File: src/rtl/mips_program_loader.sv
// mips_program_loader: boot-time byte-stream loader for the single-cycle MIPS core.
// Receives a length header, the program words (MSB first) and a trailing checksum,
// writes the words into instruction memory and releases the core only on a good load.
module mips_program_loader #(
  parameter int Data_Width = 32,
  parameter int Addr_Width = 10,
  parameter int Max_Words  = 1024
) (
  input  logic                  clk,
  input  logic                  rst,
  input  logic                  start,
  input  logic                  in_valid,
  input  logic [7:0]            in_data,
  output logic                  in_ready,
  output logic                  im_we,
  output logic [Addr_Width-1:0] im_addr,
  output logic [Data_Width-1:0] im_wdata,
  output logic                  core_rst,
  output logic                  busy,
  output logic                  done,
  output logic                  error,
  output logic [Addr_Width:0]   words_loaded
);

  typedef enum logic [2:0] {
    IDLE,
    HDR,
    DATA,
    CHK,
    RUN,
    ERR
  } state_t;

  state_t state, state_next;

  logic [1:0]            byte_idx;
  logic [Data_Width-9:0] shift_reg;
  logic [Data_Width-1:0] assembled;
  logic [Data_Width-1:0] checksum;
  logic [Addr_Width:0]   word_count;
  logic [Addr_Width:0]   words_inc;
  logic                  accept;
  logic                  last_byte;
  logic                  hdr_bad;
  logic                  clear_counters;
  logic                  ready_next;
  logic                  busy_next;
  logic                  done_next;
  logic                  error_next;
  logic                  core_rst_next;

  assign accept         = in_valid && in_ready;
  assign last_byte      = (byte_idx == 2'd3);
  assign assembled      = {shift_reg, in_data};
  assign words_inc      = words_loaded + (Addr_Width+1)'(1);
  assign hdr_bad        = (assembled == '0) || (assembled > Data_Width'(Max_Words));
  assign clear_counters = start && ((state == IDLE) || (state == RUN) || (state == ERR));

  // Next-state selection and the status outputs that follow the next state.
  always_comb begin
    state_next = state;
    unique case (state)
      IDLE:     if (start) state_next = HDR;
      HDR:      if (accept && last_byte) state_next = hdr_bad ? ERR : DATA;
      DATA:     if (accept && last_byte && (words_inc == word_count)) state_next = CHK;
      CHK:      if (accept && last_byte) state_next = (assembled == checksum) ? RUN : ERR;
      RUN, ERR: if (start) state_next = HDR;
      default:  state_next = IDLE;
    endcase
    ready_next    = (state_next == HDR) || (state_next == DATA) || (state_next == CHK);
    busy_next     = ready_next;
    done_next     = (state_next == RUN);
    error_next    = (state_next == ERR);
    core_rst_next = (state_next != RUN);
  end

  // State register with registered status outputs so they change together with the state.
  always_ff @(posedge clk) begin
    if (rst) begin
      state    <= IDLE;
      in_ready <= 1'b0;
      busy     <= 1'b0;
      done     <= 1'b0;
      error    <= 1'b0;
      core_rst <= 1'b1;
    end else begin
      state    <= state_next;
      in_ready <= ready_next;
      busy     <= busy_next;
      done     <= done_next;
      error    <= error_next;
      core_rst <= core_rst_next;
    end
  end

  // Byte assembly, memory write pulse, word counter and running checksum.
  always_ff @(posedge clk) begin
    if (rst) begin
      byte_idx     <= 2'd0;
      shift_reg    <= '0;
      word_count   <= '0;
      words_loaded <= '0;
      checksum     <= '0;
      im_we        <= 1'b0;
      im_addr      <= '0;
      im_wdata     <= '0;
    end else begin
      im_we <= 1'b0;
      if (clear_counters) begin
        byte_idx     <= 2'd0;
        words_loaded <= '0;
        checksum     <= '0;
      end else if (accept) begin
        byte_idx  <= byte_idx + 2'd1;
        shift_reg <= assembled[Data_Width-9:0];
        if ((state == HDR) && last_byte) begin
          word_count <= assembled[Addr_Width:0];
        end
        if ((state == DATA) && last_byte) begin
          im_we        <= 1'b1;
          im_addr      <= words_loaded[Addr_Width-1:0];
          im_wdata     <= assembled;
          words_loaded <= words_inc;
          checksum     <= checksum + assembled;
        end
      end
    end
  end

endmodule
File: config.mk
export PLATFORM = sky130hd
export DESIGN_NAME = mips_program_loader
export DESIGN_NICKNAME = d
export VERILOG_FILES = /design/src/rtl/mips_program_loader.sv
export SDC_FILE = /design/constraint.sdc
export NUM_CORES = 1
export LEC_CHECK = 0
export CAP_MARGIN = 30
export CORE_MARGIN = 2
export CORE_UTILIZATION = 50
export DETAILED_ROUTE_END_ITERATION = 16
export PLACE_DENSITY_LB_ADDON = 0.3
export SLEW_MARGIN = 20
export SYNTH_ARGS = -nofsm -noshare
export SYNTH_HDL_FRONTEND = slang
export SYNTH_SLANG_ARGS = --single-unit
File: constraint.sdc
create_clock -name clk -period 6.84 [get_ports clk]
set_input_delay 0.684 -clock clk [delete_from_list [all_inputs] [get_ports clk]]
set_output_delay 0.684 -clock clk [all_outputs]
set_load 0.005 [all_outputs]
======== Word-level counts from Yosys, hierarchy flattened ========
Index checks and enable logic that the tools add are counted.
word-level totals
  flip-flop bits (word level) ............. 130
  output and inout bits ................... 59
operators by class
  add/subtract/negate cells ............... 3
  magnitude comparators ................... 1
  eq/ne operators ......................... 14
  muxes and demuxes ....................... 8
  bitwise operators ....................... 2
  reduce and logical (&&, ||, !) cells .... 20
operator list
  operator               number
  $add 32x32->32         1
  $eq 32x32->1           1
  $gt 32x11->1 const B   1
  $logic_not 32->1       1
  $mux 3                 5
  $eq 3x2->1 const B     4
  $eq 3x3->1 const B     4
  $pmux 3 s4             1
  $add 11x1->11 const B  1
  $eq 11x11->1           1
  $eq 3x1->1 const B     2
  $logic_and 1x1->1      6
  $reduce_and 3->1       2
  $reduce_or 3->1        2
  $logic_or 1x1->1       5
  $reduce_and 2->1       2
  $logic_not 3->1        1
  $ne 3x3->1 const B     1
  $add 2x1->2 const B    1
  $eq 2x2->1 const B     1
  $mux 1                 2
  $not 1->1              2
  $reduce_or 2->1        1

======== Depth between registers and ports, before layout ========
Gate-level depths: netlist of run 1.
  depth in word-level cells ............... 8
  mapped depth ............................ 11
  depth with buffers taken out ............ 11

======== Worst setup path after synthesis of run 1 ========
OpenSTA, ideal clock, no wires.
  path kind ............................... input to register
  start ................................... input in_data[0]
  end ..................................... register checksum[28]
  arrival time ............................ 2.951 ns
  path slack .............................. 3.815 ns
  stages on the path ...................... 11
  buffers on the path ..................... 0
  cells stage by stage .................... ha_1 inv_1 fa_1 nand2b_1 a21oi_1 o31ai_1 nand2_2 a41oi_2 a221o_2 or4_1 a31oi_1
on the way
  word-level cells in the longest chain between the ends .. 1
ends and longest elaborated chain
  item                    line  RTL
  start: declaration      13    input logic [7:0] in_data,
  $add 32x32->32          124   checksum <= checksum + assembled;
  end signal: assignment  124
  end: declaration        39    logic [Data_Width-1:0] checksum;
Every way passes these cells.
A chain may end at the register's enable or synchronous reset.

======== Final worst setup path of run 1 ========
Ends and elaborated chain as after synthesis.

==> results of run 1 <==
[routing by layer]
metal	up-vias	track usage	part of all wire
met1	2796	0.357	0.47
met3	33	0.0479	0.074
met5	-	0	0
met2	226	0.361	0.43
met4	0	0.102	0.025
li1	3068	-	-
[per-stage QoR]
step,worst slack [ps],power (µW),util,std cells
after floorplan,3810,818,-,855
after global placement,3060,842,0.565,1055
after detailed placement,3020,842,0.565,1055
after CTS,3460,1750,0.612,1087
after global routing,3270,1800,0.612,1087
final,3440,1750,0.612,1087
[synth_stat cells, drive strengths merged (3+ instances only)]
cell / instances
xor2: 19
a31oi: 7
o22ai: 3
ha: 33
o311ai: 3
inv: 15
nand2b: 6
nor3: 11
nor2b: 3
or3: 9
and3: 7
or4: 3
or2: 6
nor4: 19
clkbuf: 37
a21oi: 120
o211ai: 3
a211oi: 5
dfxtp: 130
o21ai: 28
buf: 14
a21o: 8
and2: 3
nand4: 15
mux2i: 13
nor2: 50
nor3b: 3
nand2: 205
o31ai: 6
xnor2: 26
nand3: 22
[cell families (layout without fill, tap and decap cells)]
group,after synthesis,in the layout
and+or+nand+nor,365,365
AOI/OAI and AO/OA,202,202
DFF,130,130
buffers and inverters,66,122
xor gates and xnor gates,45,45
adders and majority gates,34,34
muxes,13,13
[critical path, cell delays in order]
cell and delay, ps:
clkdlybuf4s50_1 550, ha_1 200, inv_1 50, fa_1 370
nand2b_1 190, a21oi_1 210, o31ai_1 140, nand2_2 110
a41oi_2 170, a221o_2 440, or4_1 480, a31oi_1 160
[report_power, final]
part / total (µW) / leakage (µW) / switching, µW / internal, µW
Sequential: 767 / 0.00105 / 6.44 / 761
Combinational: 59.2 / 0.00164 / 40.0 / 19.2
Clock: 922 / 0.000288 / 346 / 576
Total: 1750 / 0.00298 / 393 / 1360
[path summary, 6_finish.rpt]
check	depth (start not counted)	from	endpoint
hold reg to reg	2	im_wdata[24]	im_wdata[24]
setup reg to reg	11	checksum[0]	checksum[28]
hold / removal	2	im_wdata[24]	im_wdata[24]
setup / recovery	12	in_data[0]	checksum[28]
[final cells by class]
cell class | instances | area (µm²) | share of cell area
Clock buffer | 21 | 480 | 0.0600
Tap cell | 176 | 220 | 0.0275
Inverter | 15 | 56.3 | 0.00703
Sequential cell | 130 | 2600 | 0.325
Timing Repair Buffer | 75 | 733 | 0.0916
Multi-Input combinational cell | 659 | 3780 | 0.473
Clock inverter | 11 | 126 | 0.0158
==> results.toml, run 1 <==
[status]
status = "complete, no violations"

[logic_synthesis]
synth_edf_count = 0
synth_compound_area_frac = 0.177
syn_area_per_cell_um2 = 7.77
synth_cell_types = 58
synth_area_leaders = "dfxtp_1, nand2_1, a21oi_1, ha_1, xnor2_1"
synth_top_cell_by_area = "dfxtp_1"
muxShareOfSynthArea = 0.0196
async_flop_share = 0
synthAdderAreaFrac = 0.0652
synth_top_family_by_area = "simple AND/OR/NAND/NOR gates"
synth_warnings = 0
synth-simple-area-share = 0.247
synth_top_area_frac = 0.392
netlist_instances = 855
ys.flop_type = "dfxtp_1"
synth_fp_nets = 901
ys_ff_latch = 130
yosysSeqAreaShare = 0.392
synth-xor-area-share = 0.0594
netlist_area_um2 = 6640

[timing]
maxSlewHeadroom = 0.368
hold_violations = 0
setup-tns-final_ps = 0
worst_slew_pin_slew_ps = 941
rsz0062_at_grt = "no"
finalCritPeriodShare = 0.497
fmax_ghz = 0.294
slew_violations = 0
finalSetupViolCount = 0
fin_hold_ws_ps = 451
min_period_ps = 3400
skew_ps = 6.28

[power]
p_leak_uw = 0.00298
power_density_nw_per_um2 = 218
ir_worst_vdd_mv = 0.177

[place]
place_area_um2 = 7400
place_hpwl_um = 11700
routabilityCongestion = 0.901
port_buffers = 70

[layout]
nNetsFinal = 944
drive_above_1_share = 0.0593
most-common-layout-cells = "nand2_1, dfxtp_1, a21oi_1"
area_delta_synth_final_pct = 20.5
design_area_um2 = 8000
diodes = 0
fillers = 1148
final_common_cell = "nand2_1"

[die]
pin_count = 71
die_w_um = 119
die_area_um2 = 14200
rows = 42
coreArea_um2 = 13100
initial_core_util = 0.507
die_y_um = 119

[global_routing]
grt_pass1_wl_um = 27900
grt_pass1_vias = 5438
grt_max_degree = 86
antenna_found_initial = 0
grt_overflow = 0
grt_usage = 0.248

[clocking]
post_cts_resized = 0
clock-sinks = 130
cts_setup_buffers = 0
path_clk_slew_ps = 60
cts_made_buffers = 17
htree_levels = 4
cts_root_buf = "clkbuf_16"
cts_hold_buf = 0
cts_tree = "yes"
clkLatencyLatePin_ps = 430
clk_path_buf_depth = 2

[route]
drtIter0Drc = 575
vias = 6123
via_per_inst = 5.63
drt_pass1_iterations = 5
drc = 0
ant_nets = 0
totalWireLength_um = 17300
wire_per_inst_um = 15.9

[setup_path]
regToRegSetupSlack_ps = 3960
cp-start-kind = "input port"
crit_fanout = 5
cp.required_ps = 7180
worstSetupEndpointType = "register"
path_class = "in2reg"
critical_path_arrival_ps = 3740

[run]
drv_cap = 0

[hold_path]
min_path_type = "reg2reg"
Power figures use the tool's default switching activity.
==> run 2, diff against run 1 <==
==> constraint.sdc (replaced) <==
create_clock -name clk -period 3.55 [get_ports clk]
set_input_delay 0.355 -clock clk [delete_from_list [all_inputs] [get_ports clk]]
set_output_delay 0.355 -clock clk [all_outputs]
set_load 0.005 [all_outputs]
==> run 2 against run 1 <==
  * Core utilization increased by 0.49 points
  * Global-route usage about the same
  * Combinational power increased by 110%
  * Clock power increased by 87%
  * Setup slack got worse by 3000 ps
  * Critical endpoint unchanged
  * Largest cell class unchanged
==> results.toml, run 2 (synthesis gave the netlist of run 1 again) <==
[setup_path]
critical_path_arrival_ps = 3450
critPathTopFamily = "compound AO/OA/AOI/OAI gates"
path_class = "in2reg"
cp-start-kind = "input port"
worstSetupEndpointType = "register"
reg2reg_from = "checksum[0]"
crit_fanout = 5
cp_num_cells = 12
cp.required_ps = 3890
rr_endpoint = "checksum[28]"
max_stage_delay_ps = 500
slowest_stage = "clkdlybuf4s50_1"
regToRegSetupSlack_ps = 570
path_buf_inv = 2
r2r_cells = 11
crit_chain = "clkdlybuf4s50_1 -> ha_1 -> inv_1 -> fa_1 -> nand2b_1 -> a21oi_1 -> o31ai_1 -> nand2_2 -> a41oi_2 -> a221o_2 -> or4_1 -> a31oi_1"

[timing]
fin_hold_ws_ps = 261
slew_violations = 0
maxSlewHeadroom = 0.426
skew_ps = 11.1
worst_slew_pin_slew_ps = 860
setup-tns-final_ps = 0
fmax_ghz = 0.322
min_period_ps = 3100
hold_violations = 0
finalSetupViolCount = 0
rsz0062_at_grt = "no"
finalCritPeriodShare = 0.874

[place]
dp_cells = 1065
port_buffers = 70
place_hpwl_um = 11800
routabilityCongestion = 0.945

[power]
power_density_nw_per_um2 = 412
swShare = 0.234
ir_worst_vdd_mv = 0.331
p_switching_uw = 779
internal_power_uw = 2550
pwr-share-clk = 0.518
p_leak_uw = 0.00302
pwr-share-seq = 0.444
share_comb_of_total_power = 0.038

[layout]
most-common-layout-cells = "nand2_1, dfxtp_1, a21oi_1"
final_common_cell = "nand2_1"
diodes = 0
area_delta_synth_final_pct = 21.5
fin_util = 0.617
nNetsFinal = 954
drive_above_1_share = 0.0695
stdcell_count = 1097

[clocking]
cts_tree = "yes"
cts_made_buffers = 17
cts_setup_buffers = 0
cts_root_buf = "clkbuf_16"
htree_levels = 4
clk_path_buf_depth = 2
clkLatencyLatePin_ps = 420
cts_hold_buf = 0
path_clk_slew_ps = 60
clock-sinks = 130
post_cts_resized = 0

[die]
pin_count = 71
die_area_um2 = 14200
rows = 42
initial_core_util = 0.507
die_w_um = 119
coreArea_um2 = 13100
die_y_um = 119

[global_routing]
antenna_found_initial = 0
grt_overflow = 0
grt_pass1_wl_um = 28200
grt_pass1_vias = 5510
grt_max_degree = 84
grt_usage = 0.248

[hold_path]
hold_depth = 4
min_path_type = "in2reg"
hold_path.startpoint = "rst"
hold_path_end = "checksum[31]"

[route]
totalWireLength_um = 17000
wire_per_inst_um = 15.5
drt_pass1_iterations = 5
drtIter0Drc = 623
via_per_inst = 5.61
drc = 0
vias = 6154
ant_nets = 0

[run]
drv_cap = 0

[status]
status = "complete, no violations"
## run 2: worst max-delay path by stage
stage | slack (ps) | from | end
2_1_floorplan | 850 | in_data[0] | checksum[28]
3_3_place_gp | 160 | in_data[0] | checksum[28]
3_5_place_dp | 100 | in_data[0] | checksum[28]
4_1_cts | 500 | in_data[0] | checksum[28]
5_1_grt | 250 | in_data[0] | checksum[28]
6_report | 450 | in_data[0] | checksum[28]
## run 2: tightest hold or removal path, cell delays in order
cell and delay (ps):
buf_2 100, nor2_1 70, nand2_1 60, mux2i_1 50
## run 2: final cells by class
cell class / count / area, µm²
clock inverters: 15 / 158
fillers: 1134 / 5020
inverters: 15 / 56.3
well taps: 176 / 220
flip-flops and latches: 130 / 2600
multi-input cells: 659 / 3780
clock buffers: 17 / 425
repair buffers: 85 / 821
## run 2: layer usage
layer | GRT usage | part of all wire | vias to the layer above | wire length (µm)
met1 | 0.353 | 0.48 | 2834 | 8110
met5 | 0 | 0 | - | 0
met4 | 0.0990 | 0.024 | 0 | 410
met2 | 0.362 | 0.43 | 202 | 7250
met3 | 0.0560 | 0.070 | 28 | 1190
li1 | - | - | 3090 | -
## run 2: per-stage QoR
step | setup WS, ps | power, µW | area (µm²)
CTS | 501 | 3350 | 8070
finish | 446 | 3330 | 8070
detailed placement | 96.1 | 1630 | 7480
global placement | 160 | 1630 | 7480
floorplan | 854 | 1580 | 6640
global route | 251 | 3430 | 8070
## run 2: power by group through the flow
stage	sequential (µW)	clock [µW]	combinational, µW
4_1_cts	1480	1740	125
3_5_place_dp	1510	0	125
2_1_floorplan	1500	0	72.3
6_report	1480	1720	126
3_3_place_gp	1510	0	124
5_1_grt	1480	1820	137
==> run 3, diff against run 2 <==
--- a/config.mk
+++ b/config.mk
@@ -6,6 +6,7 @@
 export NUM_CORES = 1
 export LEC_CHECK = 0
 export CAP_MARGIN = 30
+export CORE_ASPECT_RATIO = 1.25
 export CORE_MARGIN = 2
 export CORE_UTILIZATION = 50
 export DETAILED_ROUTE_END_ITERATION = 16
==> run 3 against run 2 <==
  * Flip-flop and latch count unchanged
  * Clock skew fell by 1.5 ps
  * Critical path type unchanged
  * Via count increased by 2.1%
==> results.toml, run 3 (synthesis gave the netlist of run 1 again) <==
[status]
status = "complete, no violations"

[power]
power_density_nw_per_um2 = 406
p_leak_uw = 0.00303
total_power_uw = 3280
ir_worst_vdd_mv = 0.237

[setup_path]
reg2reg_from = "checksum[0]"
path_class = "in2reg"
cp-start-kind = "input port"
critical_path_arrival_ps = 3470
worstSetupEndpointType = "register"
crit_start = "in_data[0]"
cp.required_ps = 3900
regToRegSetupSlack_ps = 590
crit_fanout = 5

[die]
die_y_um = 133
die_w_um = 107
pin_count = 71
die_area_um2 = 14200
initial_core_util = 0.506
rows = 47
coreArea_um2 = 13100

[route]
top_layer = "met4"
drt_pass1_iterations = 5
met1_length_um = 7710
via_per_inst = 5.74
totalWireLength_um = 17700
drc = 0
ant_nets = 0
vias = 6286
dr_wl_met3_um = 1050
wire_per_inst_um = 16.2
drtIter0Drc = 501
routed-wl-met2_um = 8480

[place]
place_hpwl_um = 12400
port_buffers = 70
routabilityCongestion = 0.877

[layout]
area_delta_synth_final_pct = 21.7
fillers = 1191
nNetsFinal = 958
final_common_cell = "nand2_1"
diodes = 0
fin_util = 0.616
most-common-layout-cells = "nand2_1, dfxtp_1, a21oi_1"
drive_above_1_share = 0.0735

[timing]
maxSlewHeadroom = 0.426
hold_violations = 0
rsz0062_at_grt = "no"
worst_slew_pin_slew_ps = 855
finalCritPeriodShare = 0.878
finalSetupViolCount = 0
fmax_ghz = 0.321
skew_ps = 9.59
setup-tns-final_ps = 0
slew_violations = 0
min_period_ps = 3120

[clocking]
cts_tree = "yes"
cts_root_buf = "clkbuf_16"
cts_hold_buf = 0
clock-sinks = 130
clkLatencyLatePin_ps = 430
cts_setup_buffers = 0
clk_path_buf_depth = 2
path_clk_slew_ps = 70
post_cts_resized = 0
cts_made_buffers = 17
htree_levels = 4

[global_routing]
grt_max_degree = 73
grt_pass1_vias = 5808
grt_pass1_wl_um = 29000
grt_overflow = 0
grt_usage = 0.255
antenna_found_initial = 0

[hold_path]
hold_path.startpoint = "rst"
min_path_type = "in2reg"

[run]
drv_cap = 0
-- run 3: cell types whose count changed in the layout (fill, tap and decap cells not counted) --
cell,previous run,this run
inv_6,4,5
inv_8,0,4
buf_4,14,18
clkinv_2,3,0
bufinv_16,2,0
clkinv_4,2,1
clkinv_8,0,1
-- run 3: power by group --
| group | switching, µW | internal [µW] |
|---|---|---|
| clock | 751 | 927 |
| sequential | 12.4 | 1460 |
| combinational | 82.3 | 43.9 |
| total | 845 | 2440 |
-- run 3: path summary, 6_finish.rpt --
path	end	cells past startpoint
max	checksum[28]	12
min	checksum[31]	4
max reg2reg	checksum[28]	11
min reg2reg	im_addr[8]	2
-- run 3: layer usage --
| metal | track usage | vias up |
|---|---|---|
| li1 | - | 3096 |
| met1 | 0.331 | 2932 |
| met2 | 0.421 | 220 |
| met3 | 0.0389 | 38 |
| met4 | 0.107 | 0 |
| met5 | 0 | - |
-- run 3: cell type report --
class | count | area (µm²) | area share
multi-input combinational | 659 | 3780 | 0.469
inverter | 15 | 56.3 | 0.00697
sequential | 130 | 2600 | 0.322
timing repair buffer | 89 | 851 | 0.105
clock buffer | 17 | 425 | 0.0527
clock inverter | 15 | 144 | 0.0178
tap | 171 | 214 | 0.0265
-- run 3: through the flow --
| step | hold WS, ps | worst slack (ps) | cells | instance area (µm²) |
|---|---|---|---|---|
| floorplan | 429 | 854 | 855 | 6640 |
| global placement | 442 | 152 | 1064 | 7510 |
| detailed placement | 448 | 71.4 | 1064 | 7510 |
| CTS | 268 | 478 | 1096 | 8080 |
| global route | 305 | 171 | 1096 | 8080 |
| finish | 279 | 432 | 1096 | 8080 |
-- run 3: critical path, cell delays in order --
cell	delay (ps)
clkdlybuf4s50_1	530
ha_1	190
inv_1	60
fa_1	390
nand2b_1	200
a21oi_1	240
o31ai_1	150
nand2_2	110
a41oi_2	140
a221o_2	440
or4_1	490
a31oi_1	160
